File: src/rtl/reg_access_sequencer.sv
// reg_access_sequencer: decodes UART command frames into register writes/reads and streams the response words.
// Ports: clk/i_reset (async active-low); i_frame/i_frame_dv command frame in; o_w_* write strobe/address/value;
// o_r_en/o_r_addr read request with i_r_value/i_r_valid read return; i_tx_afull/o_tx_data/o_tx_dv response words;
// o_busy while a frame is in flight; o_err_count/o_drop_count saturating error and dropped-frame counters.
module reg_access_sequencer #(
    parameter int                    WORD_WIDTH  = 8,
    parameter int                    VALUE_WORDS = 4,
    parameter int                    REG_DEPTH   = 16,
    parameter logic [WORD_WIDTH-1:0] CMD_WRITE   = 8'h57,
    parameter logic [WORD_WIDTH-1:0] CMD_READ    = 8'h52,
    parameter logic [WORD_WIDTH-1:0] ACK_WORD    = 8'h06,
    parameter logic [WORD_WIDTH-1:0] ERR_WORD    = 8'hEE,
    parameter int                    TIMEOUT     = 15
) (
    input  logic                                clk,
    input  logic                                i_reset,
    input  logic [WORD_WIDTH*(VALUE_WORDS+2)-1:0] i_frame,
    input  logic                                i_frame_dv,
    output logic                                o_busy,
    output logic                                o_w_en,
    output logic [WORD_WIDTH-1:0]               o_w_addr,
    output logic [WORD_WIDTH*VALUE_WORDS-1:0]   o_w_value,
    output logic                                o_r_en,
    output logic [WORD_WIDTH-1:0]               o_r_addr,
    input  logic [WORD_WIDTH*VALUE_WORDS-1:0]   i_r_value,
    input  logic                                i_r_valid,
    input  logic                                i_tx_afull,
    output logic [WORD_WIDTH-1:0]               o_tx_data,
    output logic                                o_tx_dv,
    output logic [WORD_WIDTH-1:0]               o_err_count,
    output logic [WORD_WIDTH-1:0]               o_drop_count
);
    localparam int VW = WORD_WIDTH * VALUE_WORDS;
    localparam int FW = WORD_WIDTH * (VALUE_WORDS + 2);
    localparam int CW = $clog2(VALUE_WORDS + 1);
    localparam int TW = $clog2(TIMEOUT + 1);
    typedef enum logic [2:0] {IDLE, WRITE, READ_REQ, READ_WAIT, SEND} state_t;
    state_t state, next_state;
    logic [VW-1:0] buf_q, nbuf;
    logic [CW-1:0] cnt, ncnt;
    logic [TW-1:0] wait_cnt;
    logic [WORD_WIDTH-1:0] cmd, addr;
    logic [VW-1:0] value;
    logic addr_ok, is_write, is_read, bad, timeout, err_load, ack_load, data_load, sending;
    assign cmd       = i_frame[FW-1 -: WORD_WIDTH];
    assign addr      = i_frame[VW+WORD_WIDTH-1 -: WORD_WIDTH];
    assign value     = i_frame[VW-1:0];
    assign addr_ok   = int'(addr) < REG_DEPTH;
    assign is_write  = cmd == CMD_WRITE && addr_ok;
    assign is_read   = cmd == CMD_READ && addr_ok;
    assign bad       = state == IDLE && i_frame_dv && !is_write && !is_read;
    assign timeout   = state == READ_WAIT && !i_r_valid && wait_cnt == TW'(TIMEOUT - 1);
    assign err_load  = bad || timeout;
    assign ack_load  = state == WRITE;
    assign data_load = state == READ_WAIT && i_r_valid;
    // Response words sit MSB-first in nbuf; the first word is emitted on the edge that enters SEND,
    // so an ACK appears the cycle right after the write strobe.
    assign nbuf      = data_load ? i_r_value
                     : err_load  ? {ERR_WORD, {(VW-WORD_WIDTH){1'b0}}}
                     : ack_load  ? {ACK_WORD, {(VW-WORD_WIDTH){1'b0}}}
                     : buf_q;
    assign ncnt      = data_load ? CW'(VALUE_WORDS) : (err_load || ack_load) ? CW'(1) : cnt;
    assign sending   = err_load || ack_load || data_load || (state == SEND && cnt != '0);
    assign next_state = state == IDLE      ? (i_frame_dv ? (is_write ? WRITE : is_read ? READ_REQ : SEND) : IDLE)
                      : state == WRITE     ? SEND
                      : state == READ_REQ  ? READ_WAIT
                      : state == READ_WAIT ? ((i_r_valid || timeout) ? SEND : READ_WAIT)
                      : (cnt == '0 ? IDLE : SEND);
    always_ff @(posedge clk or negedge i_reset) begin
        if (!i_reset) begin
            state        <= IDLE;
            buf_q        <= '0;
            cnt          <= '0;
            wait_cnt     <= '0;
            o_busy       <= 1'b0;
            o_w_en       <= 1'b0;
            o_w_addr     <= '0;
            o_w_value    <= '0;
            o_r_en       <= 1'b0;
            o_r_addr     <= '0;
            o_tx_data    <= '0;
            o_tx_dv      <= 1'b0;
            o_err_count  <= '0;
            o_drop_count <= '0;
        end else begin
            state   <= next_state;
            o_busy  <= next_state != IDLE;
            o_w_en  <= state == IDLE && i_frame_dv && is_write;
            o_r_en  <= state == IDLE && i_frame_dv && is_read;
            o_tx_dv <= sending && !i_tx_afull;
            if (state == IDLE && i_frame_dv && is_write) begin
                o_w_addr  <= addr;
                o_w_value <= value;
            end
            if (state == IDLE && i_frame_dv && is_read)
                o_r_addr <= addr;
            wait_cnt <= state == READ_WAIT ? wait_cnt + 1'b1 : '0;
            // A stalled cycle reloads the buffer unshifted so no word is lost or repeated.
            if (sending) begin
                o_tx_data <= i_tx_afull ? o_tx_data : nbuf[VW-1 -: WORD_WIDTH];
                buf_q     <= i_tx_afull ? nbuf : nbuf << WORD_WIDTH;
                cnt       <= i_tx_afull ? ncnt : ncnt - 1'b1;
            end
            if (err_load && o_err_count != '1)
                o_err_count <= o_err_count + 1'b1;
            if (state != IDLE && i_frame_dv && o_drop_count != '1)
                o_drop_count <= o_drop_count + 1'b1;
        end
    end
endmodule
File: config.mk
export PLATFORM = sky130hd
export DESIGN_NAME = reg_access_sequencer
export DESIGN_NICKNAME = d
export VERILOG_FILES = /design/src/rtl/reg_access_sequencer.sv
export SDC_FILE = /design/constraint.sdc
export NUM_CORES = 1
export LEC_CHECK = 0
export BUFFER_PORTS_ARGS = -buffer_cell sky130_fd_sc_hd__buf_2
export CAP_MARGIN = 30
export CORE_MARGIN = 8
export CORE_UTILIZATION = 45
export CTS_BUF_LIST = sky130_fd_sc_hd__clkbuf_2
export CTS_CLUSTER_SIZE = 16
export DETAILED_ROUTE_END_ITERATION = 7
export PLACE_DENSITY = 0.73
export SLEW_MARGIN = 30
export SYNTH_ARGS = -nofsm -noshare
export SYNTH_HDL_FRONTEND = slang
export SYNTH_SLANG_ARGS = --single-unit
File: constraint.sdc
create_clock -name clk -period 4.5 [get_ports clk]
set_clock_uncertainty 0.15 [all_clocks]
set_input_delay 0.225 -clock clk [delete_from_list [all_inputs] [get_ports clk]]
set_output_delay 0.225 -clock clk [all_outputs]
set_load 0.005 [all_outputs]
* Word level (Yosys, flattened, before mapping)
Index checks and enable logic that the tools add are counted.
** Operators by class
- Bitwise logic cells :: 1
- $add $sub $neg :: 4
- Muxes and demuxes :: 17
- Equality and inequality tests :: 9
- $lt $le $gt $ge :: 1
- Reductions and logical operators :: 30
** Operators by type and width (count)
- $mux W32 :: 4
- $mux W3 :: 12
- $add A8 B1 Y8 const B :: 2
- $eq A8 B7 Y1 const B :: 2
- $ne A8 B8 Y1 const B :: 2
- $logic_and A1 B1 Y1 :: 15
- $reduce_bool A3 Y1 :: 3
- $lt A8 B5 Y1 const B :: 1
- $eq A3 B2 Y1 const B :: 2
- $logic_not A3 Y1 :: 2
- $logic_or A1 B1 Y1 :: 5
- $add A4 B1 Y4 const B :: 1
- $eq A4 B4 Y1 const B :: 1
- $logic_not A1 Y1 :: 4
- $mux W4 :: 1
- $eq A3 B1 Y1 const B :: 1
- $eq A3 B3 Y1 const B :: 1
- $sub A3 B1 Y3 const B :: 1
- $reduce_and A2 Y1 :: 1
- $not A1 Y1 :: 1
** Storage, ports and cells
- Register bits after elaboration :: 118

* Longest topological paths before layout
Gate-level depths: netlist of the first run.
- Word-level depth :: 11
- Gate-level depth with buffers :: 11
- Mapped depth without buffers :: 10

* Worst setup path after synthesis of the first run
Ideal clock, no wire load.
- Path type :: input to register
- Start point :: input port i_frame[39]
- End point :: register cnt[2]
- Data required time :: 4224 ps
- Setup slack :: 1588 ps
- Path buffers :: 2
- Stages on the path :: 10
- Setup time :: 126 ps
- Arrival :: 2636 ps
- Cell sequence :: or4_4 > or4b_1 > buf_4 > a21oi_1 > buf_4 > nand2_1 > ha_1 > nor2b_1 > a21boi_0 > o311a_1
** Between the ends
- Cells in the longest elaborated chain, start to end :: 11
- Elaborated cells on any way between the ends :: 15
** RTL lines
- from (decl) :: line 17 : input logic [WORD_WIDTH*(VALUE_WORDS+2)-1:0] i_frame,
- $lt A8 B5 Y1 (*) :: line 48 : assign addr_ok = int'(addr) < REG_DEPTH;
- $logic_and A1 B1 Y1 :: line 49 : assign is_write = cmd == CMD_WRITE && addr_ok;
- $logic_not A1 Y1 :: line 51 : assign bad = state == IDLE && i_frame_dv && !is_write && !is_read;
- $logic_and A1 B1 Y1 :: line 51
- $logic_and A1 B1 Y1 (*) :: line 51
- $logic_or A1 B1 Y1 (*) :: line 53 : assign err_load = bad || timeout;
- $logic_or A1 B1 Y1 (*) :: line 62, 63
- $mux W3 (2 in a row) :: line 62 : assign ncnt = data_load ? CW'(VALUE_WORDS) : (err_load || ack_load) ? CW'(1) : cnt;
- $sub A3 B1 Y3 :: line 102 : cnt <= i_tx_afull ? ncnt : ncnt - 1'b1;
- $mux W3 :: line 102
- to (signal assigned) :: line 102
- to (decl) :: line 40 : logic [CW-1:0] cnt, ncnt;
Every way passes the cells marked *; elsewhere a longest branch is shown, timed or not.
A chain may end at the register's enable or synchronous reset.

* Worst setup path in the final report of the first run
- Start point :: register state[1]
- End point :: register buf_q[18]
** Between the ends
- Cells in the longest elaborated chain, start to end :: 8
- Elaborated cells on any way between the ends :: 19
** RTL lines
- from (decl) :: line 38 : state_t state, next_state;
- from (signal assigned) :: line 86 : state <= next_state;
- $logic_not A3 Y1 :: line 51
- $logic_and A1 B1 Y1 (3 in a row) :: line 51
- $logic_or A1 B1 Y1 :: line 53
- $mux W32 or $logic_or A1 B1 Y1 (tied branches) :: line 59, 63
- $mux W32 or $logic_or A1 B1 Y1 (tied branches) :: line 58, 63
- $mux W32 or $logic_or A1 B1 Y1 (tied branches) :: line 101, 63
- to (signal assigned) :: line 101 : buf_q <= i_tx_afull ? nbuf : nbuf << WORD_WIDTH;
- to (decl) :: line 39 : logic [VW-1:0] buf_q, nbuf;
Several ways; a longest one is shown, not always the timed one.

==> results.py, run 1 <==
metrics = {
    "outcome": {
        "status": "completed",
    },
    "synth": {
        "syn-num-nets": 552,
        "syn_area_sq_um": 5370,
        "yosys.cell_count.top_type": "dfrtp_1",
        "synthCells": 462,
        "ys_seq_area_frac": 0.550,
        "async_reset_ff_frac": 1.00,
        "synth_edf_count": 0,
        "ys_ff_latch": 118,
        "ys_warn_count": 0,
        "ys_top_cells_by_count": "118 x dfrtp_1, 42 x mux2_2, 41 x nand2_1",
        "syn_avg_cell_area_sq_um": 11.6,
        "synth.area.top_cells": "dfrtp_1 55%, mux2_2 8.8%, nand2_1 2.9%",
        "synth.distinct_cells": 63,
        "netlist.area_leader.share": 0.550,
        "synth_top_area_cell": "dfrtp_1",
        "synth_ff_type": "dfrtp_1",
    },
    "die": {
        "dieHeight_um": 125,
        "core_area_sq_um": 11800,
        "num_rows": 40,
        "initial_core_util": 0.454,
        "die_x_um": 125,
        "die_area_sq_um": 15700,
        "io_pins": 161,
    },
    "cts": {
        "root_buffer": "clkbuf_2",
        "numCtsBuffers": 17,
        "cts.htree.levels": 4,
        "clk_latency_ns": 0.70,
        "cts_tree": "yes",
        "cts_setup_buffers": 0,
        "clock_path_buffers": 2,
        "clk_pin_slew_ns": 0.17,
        "cts.sinks": 118,
    },
    "placement": {
        "port_buffers": 160,
        "pre_cts_slack_ns": 1.31,
        "dp.cells": 744,
        "dp_hpwl_um": 10100,
        "gp_congestion": 0.786,
    },
    "grt": {
        "first_global_vias": 5205,
        "antenna_found_initial": 0,
        "track_usage": 0.205,
        "grt_pass1_wl_um": 25900,
        "overflow": 0,
        "grt_max_degree": 78,
    },
    "sta": {
        "fin_tns_setup_ns": 0,
        "min_period_ns": 3.26,
        "finalHoldViolCount": 0,
        "rsz0062_at_grt": "false",
        "tightest_slew_ns": 0.707,
        "finalMaxSlewViolations": 0,
        "setup_viol": 0,
        "slew_headroom": 0.529,
        "fin_ws_ns": 1.24,
        "max_freq_mhz": 306,
        "fin_crit_sh": 0.725,
    },
    "worst_hold_path": {
        "hold_depth": 6,
        "hold-path-endpoint": "o_r_addr[3]$_DFFE_PN0P_",
        "min_from": "i_frame[37]",
        "hp-class": "in2reg",
    },
    "pwr": {
        "swShare": 0.357,
        "total_power_uw": 2870,
        "combPwrFrac": 0.325,
        "p_leak_uw": 0.00378,
        "p_per_area_nw_per_um2": 385,
        "pwr-share-seq": 0.466,
        "power_switching_uw": 1030,
        "p_int_uw": 1850,
        "ir_worst_vdd_mv": 0.230,
        "p_clk_frac": 0.209,
    },
    "drt": {
        "ant_nets": 0,
        "dr.pass1.iters": 5,
        "drc_errors": 0,
        "vias": 4780,
        "drt_iter0_markers": 271,
        "highest_layer": "met4",
        "dr_wl_met3_um": 1410,
        "wl_met2_um": 7590,
        "vias_per_cell": 5.46,
        "wl_met1_um": 6180,
        "wl_um": 15600,
        "post_drt_wl_per_cell_um": 17.8,
    },
    "finish": {
        "antennaDiodeCount": 0,
        "instances_no_fill": 876,
        "area_delta_synth_final_pct": 39.2,
        "final_layout_size_suffix_gt1_frac": 0.359,
        "nNetsFinal": 806,
    },
    "flow_run": {
        "maxCapViolCount": 0,
    },
    "setup_path": {
        "reg2reg_depth": 6,
        "rrSetupSlack_ns": 1.24,
        "r2r_end": "buf_q[18]$_DFFE_PN0P_",
        "startpoint_type": "flip-flop",
        "worstPathMaxFanout": 35,
        "r2r_start": "state[1]$_DFF_PN0_",
        "critical_path.endpoint_type": "flip-flop",
        "critical_path_class": "reg2reg",
        "critical_path_required_ns": 4.95,
        "critPathArrivalTime_ns": 3.71,
    },
}
final cells by class:
cell class / count / area (sq um)
fillers: 890 / 4340
inverters: 9 / 36.3
clock inverters: 15 / 114
clock buffers: 17 / 85.1
repair buffers: 266 / 1850
flip-flops and latches: 118 / 2950
multi-input cells: 304 / 2240
well taps: 147 / 184
critical path, cell delays in order (launching register included):
cell           delay, ns
dfrtp_1             0.51
or3b_2              0.81
a32o_1              0.36
nand2_1             0.06
dlygate4sd3_1       0.55
o221ai_1            0.11
dlygate4sd3_1       0.60
cells in the final DEF, fill, tap and decap left out, types with 6 or more instances in the layout:
cell type,Yosys,routed
and2_1,6,6
a32oi_1,7,7
nand2_1,41,41
o21ai_0,22,22
clkinv_2,0,6
xnor2_1,7,7
dlygate4sd3_1,0,100
o221ai_1,9,9
nor2_1,22,21
mux2_2,42,42
clkbuf_2,0,17
buf_2,6,159
nand3_1,13,13
buf_4,3,6
xor2_1,10,10
a21oi_1,12,12
inv_1,8,8
dfrtp_1,118,118
a22oi_1,12,12
metrics by stage:
stage / hold slack, ns / area, sq um / util
finish: 0.0836 / 7470 / 0.632
global route: 0.0589 / 7470 / 0.632
CTS: 0.0305 / 7460 / 0.631
detailed placement: 0.283 / 6270 / 0.531
global placement: 0.272 / 6270 / 0.531
floorplan: -0.221 / 5370 / -
state kept, by name, summed over array words and instances, names as in the netlist, 3 cells and up:
signal,count
buf_q,32
cnt,3
o_drop_count,8
o_err_count,8
o_r_addr,8
o_tx_data,8
o_w_addr,8
o_w_value,32
state,3
wait_cnt,4
power by group through the flow:
stage | combinational, uW | sequential [uW] | clock [uW]
2_1_floorplan | 549 | 1340 | 0
3_3_place_gp | 834 | 1350 | 0
3_5_place_dp | 869 | 1360 | 0
4_1_cts | 934 | 1340 | 623
5_1_grt | 1040 | 1360 | 664
6_report | 934 | 1340 | 601
how the worst max path moves through the flow:
stage,start,to
after CTS,state[1]$_DFF_PN0_,buf_q[18]$_DFFE_PN0P_
after detailed placement,i_frame[39],cnt[2]$_DFFE_PN0P_
after floorplan,i_frame[39],cnt[2]$_DFFE_PN0P_
final,state[1]$_DFF_PN0_,buf_q[18]$_DFFE_PN0P_
after global placement,i_frame[39],cnt[2]$_DFFE_PN0P_
after global routing,state[2]$_DFF_PN0_,buf_q[18]$_DFFE_PN0P_
routing by layer:
layer / vias to the layer above / GRT usage
li1: 2215 / -
met1: 2334 / 0.224
met2: 196 / 0.341
met3: 35 / 0.0863
met4: 0 / 0.0888
met5: - / 0
repair_timing:
action | in CTS | in global routing
hold endpoints to repair | 170 | 49
resized for setup | 0 | 0
hold buffers | 99 | 1
cell families after synthesis:
group	after synthesis	synth area share
and+or+nand+nor	123	0.120
DFF	118	0.550
AOI/OAI and AO/OA	110	0.152
muxes	49	0.106
buffers and inverters	40	0.0319
xor gates and xnor gates	17	0.0277
adders and majority gates	5	0.0117
Power figures use the tool's default switching activity.
==> run 2: changes to the inputs <==
--- a/config.mk
+++ b/config.mk
@@ -5,6 +5,7 @@
 export SDC_FILE = /design/constraint.sdc
 export NUM_CORES = 1
 export LEC_CHECK = 0
+export ABC_AREA = 1
 export BUFFER_PORTS_ARGS = -buffer_cell sky130_fd_sc_hd__buf_2
 export CAP_MARGIN = 30
 export CORE_MARGIN = 8
@@ -12,7 +13,7 @@
 export CTS_BUF_LIST = sky130_fd_sc_hd__clkbuf_2
 export CTS_CLUSTER_SIZE = 16
 export DETAILED_ROUTE_END_ITERATION = 7
-export PLACE_DENSITY = 0.73
+export PLACE_DENSITY = 0.72
 export SLEW_MARGIN = 30
 export SYNTH_ARGS = -nofsm -noshare
 export SYNTH_HDL_FRONTEND = slang
==> constraint.sdc (replaced) <==
create_clock -name clk -period 3.4 [get_ports clk]
set_clock_uncertainty 0.15 [all_clocks]
set_input_delay 0.17 -clock clk [delete_from_list [all_inputs] [get_ports clk]]
set_output_delay 0.17 -clock clk [all_outputs]
set_load 0.005 [all_outputs]
==> run 2 against run 1 <==
Effect of this change: synthesized cell count up 62%; register-to-register slack worse by 0.77 ns; non-clock buffer count up 49; sequential cell count unchanged; via count up 29%; routed wire length up 19%; sequential power up 28%; setup slack worse by 0.94 ns; die area up 6.7%.
==> results.py, run 2 <==
metrics = {
    "synth": {
        "ys_seq_area_frac": 0.511,
        "synth_compound_area_frac": 0.0102,
        "syn_avg_cell_area_sq_um": 7.74,
        "ys_warn_count": 0,
        "synth_top_area_cell": "dfrtp_1",
        "synth_top_family_by_area": "simple AND/OR/NAND/NOR gates",
        "ys_top_cells_by_count": "322 x nand2_1, 118 x dfrtp_1, 92 x nand3_1",
        "synth.distinct_cells": 30,
        "syn-num-nets": 837,
        "yosys.cell_count.top_type": "nand2_1",
        "async_reset_ff_frac": 1.00,
        "synth.area.top_cells": "dfrtp_1 51%, nand2_1 21%, nand3_1 8.0%",
        "yosys.area_share.simple": 0.367,
        "synth_fa_ha_area_frac": 0.0108,
        "synth_ff_type": "dfrtp_1",
        "synthXorXnorAreaFrac": 0.0212,
        "netlist.area_leader.share": 0.511,
        "ys_ff_latch": 118,
        "syn_area_sq_um": 5780,
        "synth_edf_count": 0,
        "synthMuxAreaShare": 0.00390,
        "synthCells": 747,
    },
    "setup_path": {
        "critical_path_required_ns": 3.86,
        "critical_path_class": "in2reg",
        "reg2reg_depth": 10,
        "r2r_end": "o_r_addr[3]$_DFFE_PN0P_",
        "slowest_stage": "dlygate4sd3_1",
        "startpoint_type": "primary input",
        "crit_start": "i_frame[39]",
        "r2r_start": "state[2]$_DFF_PN0_",
        "crit_top_cell": "nand3_1",
        "path_cells": "dlygate4sd3_1 > buf_2 > inv_1 > nand2_1 > dlygate4sd3_1 > nor2_1 > nand3_1 > nand3_1 > nand3_1 > nor3_2 > buf_4 > nand2_1 > nand3_1 > dlygate4sd3_1",
        "critical_path.endpoint_type": "flip-flop",
        "rrSetupSlack_ns": 0.47,
        "cpPeakStageDelay_ns": 0.55,
        "critPathArrivalTime_ns": 3.56,
        "worstPathMaxFanout": 18,
    },
    "placement": {
        "gp_congestion": 0.771,
        "dp_hpwl_um": 10600,
        "port_buffers": 160,
    },
    "finish": {
        "final_layout_size_suffix_gt1_frac": 0.217,
        "nNetsFinal": 1130,
        "nFillCells": 982,
        "biggestRegsByFlops": "buf_q (32), o_w_value (32)",
        "area_delta_synth_final_pct": 46.5,
        "layout_common_cells": "322 x nand2_1, 159 x buf_2, 140 x dlygate4sd3_1, 118 x dfrtp_1, 92 x nand3_1",
        "layout_commonest_cell": "nand2_1",
    },
    "sta": {
        "fin_crit_sh": 0.913,
        "max_freq_mhz": 322,
        "tightest_slew_ns": 0.651,
        "rsz0062_at_grt": "false",
        "finalHoldViolCount": 0,
        "finalMaxSlewViolations": 0,
        "setup_viol": 0,
        "slew_headroom": 0.564,
        "min_period_ns": 3.10,
        "fin_tns_setup_ns": 0,
    },
    "die": {
        "core_area_sq_um": 12600,
        "initial_core_util": 0.460,
        "io_pins": 161,
        "die_area_sq_um": 16700,
        "num_rows": 41,
        "dieHeight_um": 129,
        "die_x_um": 129,
    },
    "grt": {
        "grt_pass1_wl_um": 30700,
        "track_usage": 0.231,
        "first_global_vias": 6305,
        "grt_max_degree": 59,
        "antenna_found_initial": 0,
        "overflow": 0,
    },
    "worst_hold_path": {
        "hp-class": "in2reg",
        "min_from": "i_frame[28]",
        "hold_depth": 4,
        "hold-path-endpoint": "o_w_value[28]$_DFFE_PN0P_",
    },
    "pwr": {
        "ir_worst_vdd_mv": 0.237,
        "total_power_uw": 4010,
        "p_per_area_nw_per_um2": 474,
        "p_leak_uw": 0.00489,
    },
    "cts": {
        "cts_tree": "yes",
        "numCtsBuffers": 17,
        "cts.htree.levels": 4,
        "clk_latency_ns": 0.67,
        "cts.sinks": 118,
        "clock_path_buffers": 2,
        "root_buffer": "clkbuf_2",
        "clk_pin_slew_ns": 0.18,
    },
    "flow_run": {
        "maxCapViolCount": 0,
    },
    "drt": {
        "post_drt_wl_per_cell_um": 15.0,
        "wl_um": 18400,
        "ant_nets": 0,
        "drt_iter0_markers": 603,
        "dr.pass1.iters": 7,
        "vias": 6151,
        "drc_errors": 0,
        "vias_per_cell": 5.02,
    },
    "outcome": {
        "status": "completed",
    },
}
## run 2: changes by cell type after synthesis, sizes merged, moves of 6 or more
cell and change:
nand2 +284, a21oi -13, buf +15, inv +57
nand4 +37, a32oi -7, o221ai -9, o21ai -16
mux2 -45, and2 -6, nand3 +80, a22oi -12
## run 2: how the worst max path moves through the flow
stage | endpoint | slack [ns]
2_1_floorplan | cnt[2]$_DFFE_PN0P_ | 1.51
3_3_place_gp | buf_q[25]$_DFFE_PN0P_ | 1.04
3_5_place_dp | buf_q[25]$_DFFE_PN0P_ | 1.02
4_1_cts | buf_q[22]$_DFFE_PN0P_ | 0.40
5_1_grt | buf_q[22]$_DFFE_PN0P_ | 0.22
6_report | buf_q[18]$_DFFE_PN0P_ | 0.30
## run 2: stage by stage
stage | utilization | hold slack, ns | instances | worst slack [ns] | instance area [sq um]
after floorplan | - | -0.276 | 747 | 1.51 | 5780
after global placement | 0.535 | 0.158 | 1051 | 1.04 | 6720
after detailed placement | 0.535 | 0.155 | 1051 | 1.02 | 6720
after CTS | 0.672 | 0.000933 | 1224 | 0.397 | 8450
after global routing | 0.674 | 0.00240 | 1225 | 0.216 | 8470
final | 0.674 | 0.0918 | 1226 | 0.296 | 8470
## run 2: critical path, delay by kind of cell
kind | cells | cell delay [ns]
buffers and inverters | 6 | 2.15
and+or+nand+nor | 8 | 1.22
## run 2: where the power goes
group / internal (uW) / switching [uW]
Combinational: 484 / 693
Sequential: 1580 / 144
Clock: 561 / 553
Total: 2620 / 1390
## run 2: layout make-up
type	instances	area, sq um	share of cell area
antenna	1	2.50	0.000296
clock buffer	19	95.1	0.0112
clock inverter	13	205	0.0242
inverter	66	248	0.0293
multi-input combinational	522	2390	0.283
sequential	118	2950	0.349
tap	172	215	0.0254
timing repair buffer	315	2360	0.278
## run 2: cell families after synthesis
group,count (synthesis)
AO/OA/AOI/OAI,11
multiplexers,2
flip-flops,118
AND/OR/NAND/NOR,490
adder cells (fa/ha/maj),5
XOR/XNOR,14
buffers and inverters,107
## run 2: per-layer routing
metal | vias up | global-route usage | share of wire
met5 | - | 0 | 0
met4 | 0 | 0.102 | 0.026
met3 | 43 | 0.0887 | 0.10
met2 | 305 | 0.373 | 0.48
met1 | 2851 | 0.268 | 0.40
li1 | 2952 | - | -
## run 2: timing repair
action,4_1_cts,5_1_grt
hold buffers,141,0
endpoints found under the hold margin,219,0
buffers inserted,0,0
resized for setup,0,0
